## src/rtl/nibble_serial_adder.sv

```systemverilog
// Serial W-bit adder (W = 4*NIBBLES) that time-multiplexes one external 4-bit adder, LSB nibble first.
// Optional signed-overflow output enabled by defining NSA_OVERFLOW_EN.
module nibble_serial_adder #(
    parameter int unsigned NIBBLES = 4
) (
    input  logic                   clk,
    input  logic                   rst_n,
    input  logic                   in_valid,
    output logic                   in_ready,
    input  logic [4*NIBBLES-1:0]   in_a,
    input  logic [4*NIBBLES-1:0]   in_b,
    input  logic                   in_cin,
    output logic [3:0]             add_a,
    output logic [3:0]             add_b,
    output logic                   add_cin,
    input  logic [3:0]             add_s,
    input  logic                   add_cout,
    output logic                   out_valid,
    input  logic                   out_ready,
    output logic [4*NIBBLES-1:0]   out_sum,
    output logic                   out_cout,
    output logic                   busy
`ifdef NSA_OVERFLOW_EN
    ,
    output logic                   out_ovf
`endif
);

    localparam int unsigned W    = 4 * NIBBLES;
    localparam int unsigned IdxW = (NIBBLES > 1) ? $clog2(NIBBLES) : 1;
    localparam logic [IdxW-1:0] LastIdx = IdxW'(NIBBLES - 1);

    typedef enum logic [1:0] {StIdle, StAdd, StDone} state_e;

    state_e          state_q, state_d;
    logic [W-1:0]    a_sh_q, a_sh_d;
    logic [W-1:0]    b_sh_q, b_sh_d;
    logic [W-1:0]    sum_q, sum_d;
    logic            carry_q, carry_d;
    logic [IdxW-1:0] idx_q, idx_d;

    always_ff @(posedge clk or negedge rst_n) begin
        if (!rst_n) begin
            state_q <= StIdle;
            a_sh_q  <= '0;
            b_sh_q  <= '0;
            sum_q   <= '0;
            carry_q <= 1'b0;
            idx_q   <= '0;
        end else begin
            state_q <= state_d;
            a_sh_q  <= a_sh_d;
            b_sh_q  <= b_sh_d;
            sum_q   <= sum_d;
            carry_q <= carry_d;
            idx_q   <= idx_d;
        end
    end

    always_comb begin
        state_d   = state_q;
        a_sh_d    = a_sh_q;
        b_sh_d    = b_sh_q;
        sum_d     = sum_q;
        carry_d   = carry_q;
        idx_d     = idx_q;
        in_ready  = 1'b0;
        busy      = 1'b0;
        add_a     = 4'h0;
        add_b     = 4'h0;
        add_cin   = 1'b0;
        out_valid = 1'b0;
        out_cout  = 1'b0;
        unique case (state_q)
            StIdle: begin
                in_ready = 1'b1;
                if (in_valid) begin
                    a_sh_d  = in_a;
                    b_sh_d  = in_b;
                    carry_d = in_cin;
                    idx_d   = '0;
                    state_d = StAdd;
                end
            end
            StAdd: begin
                busy    = 1'b1;
                // Adder inputs come only from registers: no in_* to add_* path.
                add_a   = a_sh_q[3:0];
                add_b   = b_sh_q[3:0];
                add_cin = carry_q;
                sum_d[{idx_q, 2'b00} +: 4] = add_s;
                carry_d = add_cout;
                a_sh_d  = a_sh_q >> 4;
                b_sh_d  = b_sh_q >> 4;
                if (idx_q == LastIdx) begin
                    state_d = StDone;
                end else begin
                    idx_d = idx_q + 1'b1;
                end
            end
            StDone: begin
                busy      = 1'b1;
                out_valid = 1'b1;
                out_cout  = carry_q;
                if (out_ready) begin
                    state_d = StIdle;
                end
            end
            default: state_d = StIdle;
        endcase
    end

    assign out_sum = sum_q;

`ifdef NSA_OVERFLOW_EN
    logic a_msb_q, a_msb_d;
    logic b_msb_q, b_msb_d;

    always_comb begin
        a_msb_d = a_msb_q;
        b_msb_d = b_msb_q;
        if (state_q == StIdle && in_valid) begin
            a_msb_d = in_a[W-1];
            b_msb_d = in_b[W-1];
        end
    end

    always_ff @(posedge clk or negedge rst_n) begin
        if (!rst_n) begin
            a_msb_q <= 1'b0;
            b_msb_q <= 1'b0;
        end else begin
            a_msb_q <= a_msb_d;
            b_msb_q <= b_msb_d;
        end
    end

    assign out_ovf = (state_q == StDone) && (a_msb_q == b_msb_q) && (sum_q[W-1] != a_msb_q);
`endif

endmodule

```

## config.mk

```make
export PLATFORM = sky130hd
export DESIGN_NAME = nibble_serial_adder
export DESIGN_NICKNAME = d
export VERILOG_FILES = /design/src/rtl/nibble_serial_adder.sv
export SDC_FILE = /design/constraint.sdc
export NUM_CORES = 1
export LEC_CHECK = 0
export CORE_MARGIN = 5
export CORE_UTILIZATION = 48
export DETAILED_ROUTE_END_ITERATION = 7
export PLACE_DENSITY = 0.89
export SLEW_MARGIN = 20
export SYNTH_ARGS = -nofsm -noshare
export SYNTH_HDL_FRONTEND = slang
export SYNTH_SLANG_ARGS = --single-unit
export TNS_END_PERCENT = 5
```

## constraint.sdc

```tcl
create_clock -name clk -period 1.9 [get_ports clk]
set_input_delay 0.38 -clock clk [delete_from_list [all_inputs] [get_ports clk]]
set_output_delay 0.38 -clock clk [all_outputs]
set_load 0.02 [all_outputs]
```

==> impl_metrics.tcl, run 1 <==
set metrics [dict create \
    crit_slowest_cell "dfrtp_1" \
    drv_cap 0 \
    synth.area.top_cells "dfrtp_1 52%, mux2i_1 9.8%, nand2_1 7.5%, o21ai_0 6.9%, ha_1 4.4%" \
    hold_slack_ns -0.00674 \
    fill_cells 447 \
    fmax_mhz 555 \
    drive_gt1_share_pct 12.5 \
    drtIter0Drc 63 \
    power_density_nw_per_um2 1600 \
    async_flop_share_pct 100 \
    routed_wl_mm 5.47 \
    rr_worst_depth 7 \
    worstReg2RegEnd "state_q[1]" \
    cp-end-kind "output pin" \
    synthToLayoutAreaGrowth_pct 34.5 \
    clkSinkCount 53 \
    place_ws_ns -0.0528 \
    drc 0 \
    avgSynthCellArea_sq_um 10.2 \
    hold_class "primary input to asynchronous set/reset pin" \
    die_w_um 83.0 \
    clkLatencyLatePin_ns 0.30 \
    ys_warn_count 0 \
    synth_area_sq_um 2550 \
    finalSetupViolations 0 \
    fin_nets 379 \
    slowest_delay_ns 0.37 \
    synth_edf_count 0 \
    vias_per_cell 5.01 \
    globalRouteTotalUtil_pct 16.5 \
    die_h_um 83.0 \
    startpoint "state_q[1]" \
    reg2reg_from "state_q[1]" \
    grt_max_degree 69 \
    yosys.area.top_type "dfrtp_1" \
    cts_tree "yes" \
    gp_congestion 0.814 \
    regArea_sq_um 1330 \
    critical_path_required_ns 1.52 \
    ys_seq_area_share_pct 51.9 \
    grt_pass1_vias 2040 \
    worst_pin_slew_ns 0.402 \
    rsz0062_at_grt "yes" \
    synth_top_area_share_pct 51.9 \
    fin_ws_ns 0.0990 \
    p_leak_nw 1.53 \
    final.period_utilization_pct 94.8 \
    synth.distinct_cells 28 \
    clockRootBuffer "clkbuf_8" \
    synth_cells 251 \
    rows 26 \
    finalSetupTns_ns 0 \
    drt_pre_antenna_iters 4 \
    crit_type "flip-flop to output pin" \
    core_sq_um 5140 \
    start_util_pct 49.7 \
    synth_ff_type "dfrtp_1" \
    dieArea_sq_um 6880 \
    vdd_drop_max_uv 1270 \
    path_max_fanout 2 \
    maxSlewHeadroom_pct 73.2 \
    ys_seq_elements 53 \
    diodes 0 \
    post-route-min-period_ns 1.80 \
    maxSlewViolCount 0 \
    top_level_ports 71 \
    avgRoutedWirePerCell_um 13.7 \
    status "finished with violations" \
    vias 1993 \
    antenna_found_initial 0 \
    syn_nets 302 \
    postRouteAntennaNets 0 \
    finalHoldViolations 10 \
    port_buffers 70 \
    multi_input_area_sq_um 1140 \
    skew_ns 0.00892 \
    grt_pass1_wl_mm 9.56 \
    violations "negative hold slack" \
    holdBufCountCts 0 \
    htree_levels 2 \
    final_core_util_pct 66.8 \
    critPathArrivalTime_ns 1.42 \
    clk_pin_slew_ns 0.09 \
    numCtsBuffers 5 \
    path_cells "inv_1 -> buf_4 -> ha_1 -> clkdlybuf4s15_1" \
    cts_buffer_depth 2 \
    endpoint "busy" \
    crit_path_start_kind "flip-flop" \
    dp_hpwl_mm 4.23 \
    regToRegSetupSlack_ns 0.12 \
    grt_overflow_total 0 \
]
[cell type report]
type,count,share of cell area (%)
flip-flops and latches,53,38.6
multi-input cells,179,33.1
inverters,6,0.655
well taps,70,2.55
repair buffers,83,22.6
clock buffers,7,2.51
[layer usage]
metal	GRT usage, %	part of all wire [%]
met1	20.8	44
met2	28.3	49
met3	4.75	5.9
met4	3.12	0.73
met5	0	0
[synthesized netlist by cell type (2+ instances only)]
cell type and n:
ha_1 9, mux2_2 2, and2_1 10, dfrtp_1 53
a22o_1 6, buf_4 7, mux2i_1 25, inv_2 2
nand3_1 10, o21ai_1 9, buf_2 2, o21ai_0 35
nand2b_1 10, or2_2 2, nand2_1 51, inv_1 4
clkbuf_1 3
[flip-flops by register name, summed over array words and instances, names as in the netlist]
signal   count
idx_q        2
b_sh_q      16
a_sh_q      16
state_q      2
out_sum     16
carry_q      1
[report_power, final]
group | internal (W) | total, W | leakage, nW | switching, W
logic | 0.00136 | 0.00293 | 0.813 | 0.00157
clock network | 0.000290 | 0.000620 | 0.0443 | 0.000330
registers | 0.00165 | 0.00195 | 0.674 | 0.000295
[stage by stage]
step	hold slack [ns]	cells	power, W	instance area, sq um
after global placement	0.323	391	0.00488	3390
after global routing	0.0120	398	0.00597	3440
after floorplan	0.0844	251	0.00388	2550
after CTS	0.00311	398	0.00556	3430
after detailed placement	0.336	391	0.00502	3390
final	-0.00674	398	0.00550	3440
[logic make-up after synthesis]
group | synth area share [%]
AND/OR/NAND/NOR | 16.3
AO/OA/AOI/OAI | 12.1
flip-flops | 51.9
multiplexers | 11.2
buffers and inverters | 4.06
adder cells (fa/ha/maj) | 4.41
[placed cells by master (no fill, tap or decap), types with 2 or more instances in the layout]
cell type / instances
and2_1: 10
mux2_2: 2
nand2b_1: 10
nand3_1: 10
buf_12: 2
o21ai_1: 9
nand2_1: 51
ha_1: 8
a22o_1: 6
dlygate4sd2_1: 2
buf_4: 15
inv_2: 2
clkdlybuf4s50_1: 56
dfrtp_1: 52
or2_2: 2
o21ai_0: 35
buf_2: 6
mux2i_1: 25
clkbuf_8: 6
inv_1: 4
[critical path, delay by kind of cell, from the launching register on]
kind / cells / cell delay (ns)
flip-flops: 1 / 0.37
adder cells (fa/ha/maj): 1 / 0.26
buffers and inverters: 3 / 0.49
[worst min path at each step]
stage               startpoint          to  slack, ns  cells past startpoint
CTS                      rst_n  state_q[1]      0.003                      1
finish                   rst_n  state_q[1]     -0.007                      1
global route             rst_n  state_q[1]       0.01                      1
floorplan                rst_n   a_sh_q[0]       0.08                      0
global placement         rst_n  state_q[0]       0.32                      1
detailed placement       rst_n  state_q[1]       0.34                      1
[timing repair]
action | in CTS | in global routing
gates resized for setup | 41 | 7
pin swaps | 0 | 0
hold endpoints to repair | 0 | 0
cloned | 0 | 0
endpoints found under the setup margin | 13 | 10
setup buffers | 0 | 0
Note: power is estimated with default switching activity, not from simulation.
==> run 2: changes to the inputs <==
--- a/config.mk
+++ b/config.mk
@@ -7,9 +7,10 @@
 export LEC_CHECK = 0
 export CORE_MARGIN = 5
 export CORE_UTILIZATION = 48
+export CTS_CLUSTER_SIZE = 40
 export DETAILED_ROUTE_END_ITERATION = 7
 export PLACE_DENSITY = 0.89
-export SLEW_MARGIN = 20
+export SLEW_MARGIN = 25
 export SYNTH_ARGS = -nofsm -noshare
 export SYNTH_HDL_FRONTEND = slang
 export SYNTH_SLANG_ARGS = --single-unit
==> results of run 2 <==
No change in the layout: final DEF, timing and power equal those of run 1.
==> run 3: changes to the inputs <==
--- a/config.mk
+++ b/config.mk
@@ -5,11 +5,13 @@
 export SDC_FILE = /design/constraint.sdc
 export NUM_CORES = 1
 export LEC_CHECK = 0
+export CELL_PAD_IN_SITES_DETAIL_PLACEMENT = 1
+export CELL_PAD_IN_SITES_GLOBAL_PLACEMENT = 1
 export CORE_MARGIN = 5
-export CORE_UTILIZATION = 48
+export CORE_UTILIZATION = 36
 export CTS_CLUSTER_SIZE = 40
 export DETAILED_ROUTE_END_ITERATION = 7
-export PLACE_DENSITY = 0.89
+export PLACE_DENSITY = 0.88
 export SLEW_MARGIN = 25
 export SYNTH_ARGS = -nofsm -noshare
 export SYNTH_HDL_FRONTEND = slang
==> impl_metrics.tcl, run 3 (synthesized netlist as in run 1, its figures left out) <==
set metrics [dict create \
    status "finished clean" \
    core_sq_um 6870 \
    fmax_mhz 528 \
    hold_class "flip-flop to flip-flop" \
    finalHoldViolations 0 \
    grt_overflow_total 0 \
    clk_pin_slew_ns 0.10 \
    final.period_utilization_pct 99.6 \
    vias_per_cell 4.79 \
    grt_max_degree 51 \
    fin_nets 388 \
    maxSlewViolCount 0 \
    routed_wl_mm 7.00 \
    antenna_found_initial 0 \
    drv_cap 0 \
    p_leak_nw 1.59 \
    avgRoutedWirePerCell_um 16.1 \
    die_h_um 94.2 \
    critical_path_required_ns 1.52 \
    vdd_drop_max_uv 785 \
    post-route-min-period_ns 1.89 \
    top_level_ports 71 \
    drt_pre_antenna_iters 4 \
    rows 30 \
    cp-end-kind "output pin" \
    vias 2081 \
    finalSetupViolations 0 \
    drtIter0Drc 80 \
    placedInstanceArea_sq_um 3450 \
    final_common_cell "clkdlybuf4s50_1" \
    power_density_nw_per_um2 1660 \
    dp_cells 422 \
    drc 0 \
    drive_gt1_share_pct 16.0 \
    path_max_fanout 3 \
    postRouteAntennaNets 0 \
    worst_pin_slew_ns 0.403 \
    cts_buffer_depth 2 \
    dieArea_sq_um 8880 \
    crit_path_start_kind "flip-flop" \
    dp_hpwl_mm 4.99 \
    maxSlewHeadroom_pct 73.2 \
    gp_congestion 0.747 \
    grt_pass1_vias 2336 \
    die_w_um 94.2 \
    skew_ns 0.00739 \
    cts_tree "yes" \
    clockRootBuffer "clkbuf_8" \
    clkLatencyLatePin_ns 0.31 \
    crit_type "flip-flop to output pin" \
    grt_pass1_wl_mm 11.5 \
    finalNonFillerCells 434 \
    finalSetupTns_ns 0 \
    layout.cells.most_common_list "56 x clkdlybuf4s50_1, 53 x dfrtp_1, 51 x nand2_1" \
    htree_levels 2 \
    port_buffers 70 \
    diodes 0 \
    synthToLayoutAreaGrowth_pct 40.9 \
    numCtsBuffers 5 \
    fin_area_sq_um 3600 \
    globalRouteTotalUtil_pct 16.6 \
    rsz0062_at_grt "yes" \
    critPathArrivalTime_ns 1.51 \
    start_util_pct 37.2 \
    clkSinkCount 53 \
]
-- run 3: worst paths after layout --
| check | from | to | slack (ns) | cells after the start |
|---|---|---|---|---|
| max | state_q[0] | in_ready | 0.007 | 4 |
| min | b_sh_q[9] | b_sh_q[9] | 0.49 | 2 |
| max reg2reg | state_q[0] | state_q[0] | 0.03 | 5 |
| min reg2reg | b_sh_q[9] | b_sh_q[9] | 0.49 | 2 |
| max in group asynchronous | rst_n | a_sh_q[0] | 0.73 | 3 |
| min in group asynchronous | rst_n | out_sum[13] | 0.52 | 2 |
-- run 3: final cells by class --
cell class / instances / area, sq um
clock buffers: 7 / 86.3
fillers: 779 / 3270
repair buffers: 92 / 845
clock inverters: 1 / 30.0
inverters: 6 / 22.5
flip-flops and latches: 53 / 1330
multi-input cells: 179 / 1170
well taps: 96 / 120
-- run 3: critical path: stages, from the launching register on --
cell and delay (ns):
dfrtp_1 0.45, buf_6 0.15, inv_1 0.08, ha_2 0.19, dlygate4sd2_1 0.34
-- run 3: stage by stage --
step | worst slack, ns | util, % | hold WS, ns | total power [W]
finish | 0.00695 | 52.4 | 0.487 | 0.00598
global placement | -0.130 | 50.2 | 0.319 | 0.00491
global route | -0.0283 | 52.4 | 0.508 | 0.00642
detailed placement | -0.165 | 50.2 | 0.325 | 0.00510
CTS | 0.00560 | 52.5 | 0.490 | 0.00597
floorplan | 0.260 | - | 0.0844 | 0.00388
-- run 3: timing repair --
action / in CTS / in global routing
setup endpoints to repair: 17 / 28
gates resized for setup: 26 / 28
buffers inserted: 3 / 0
endpoints found under the hold margin: 15 / 0
hold buffers: 1 / 0
-- run 3: where the power goes --
group          switching [W]  internal, W
Sequential          0.000315      0.00165
Combinational        0.00173      0.00148
Clock               0.000373     0.000430
-- run 3: metal layers --
layer / GRT usage (%) / share of wire, % / vias to the layer above
met2: 29.6 / 52 / 43
li1: - / - / 1020
met1: 20.4 / 44 / 1012
met4: 5.29 / 1.1 / 0
met5: 0 / 0 / -
met3: 2.64 / 3.6 / 6
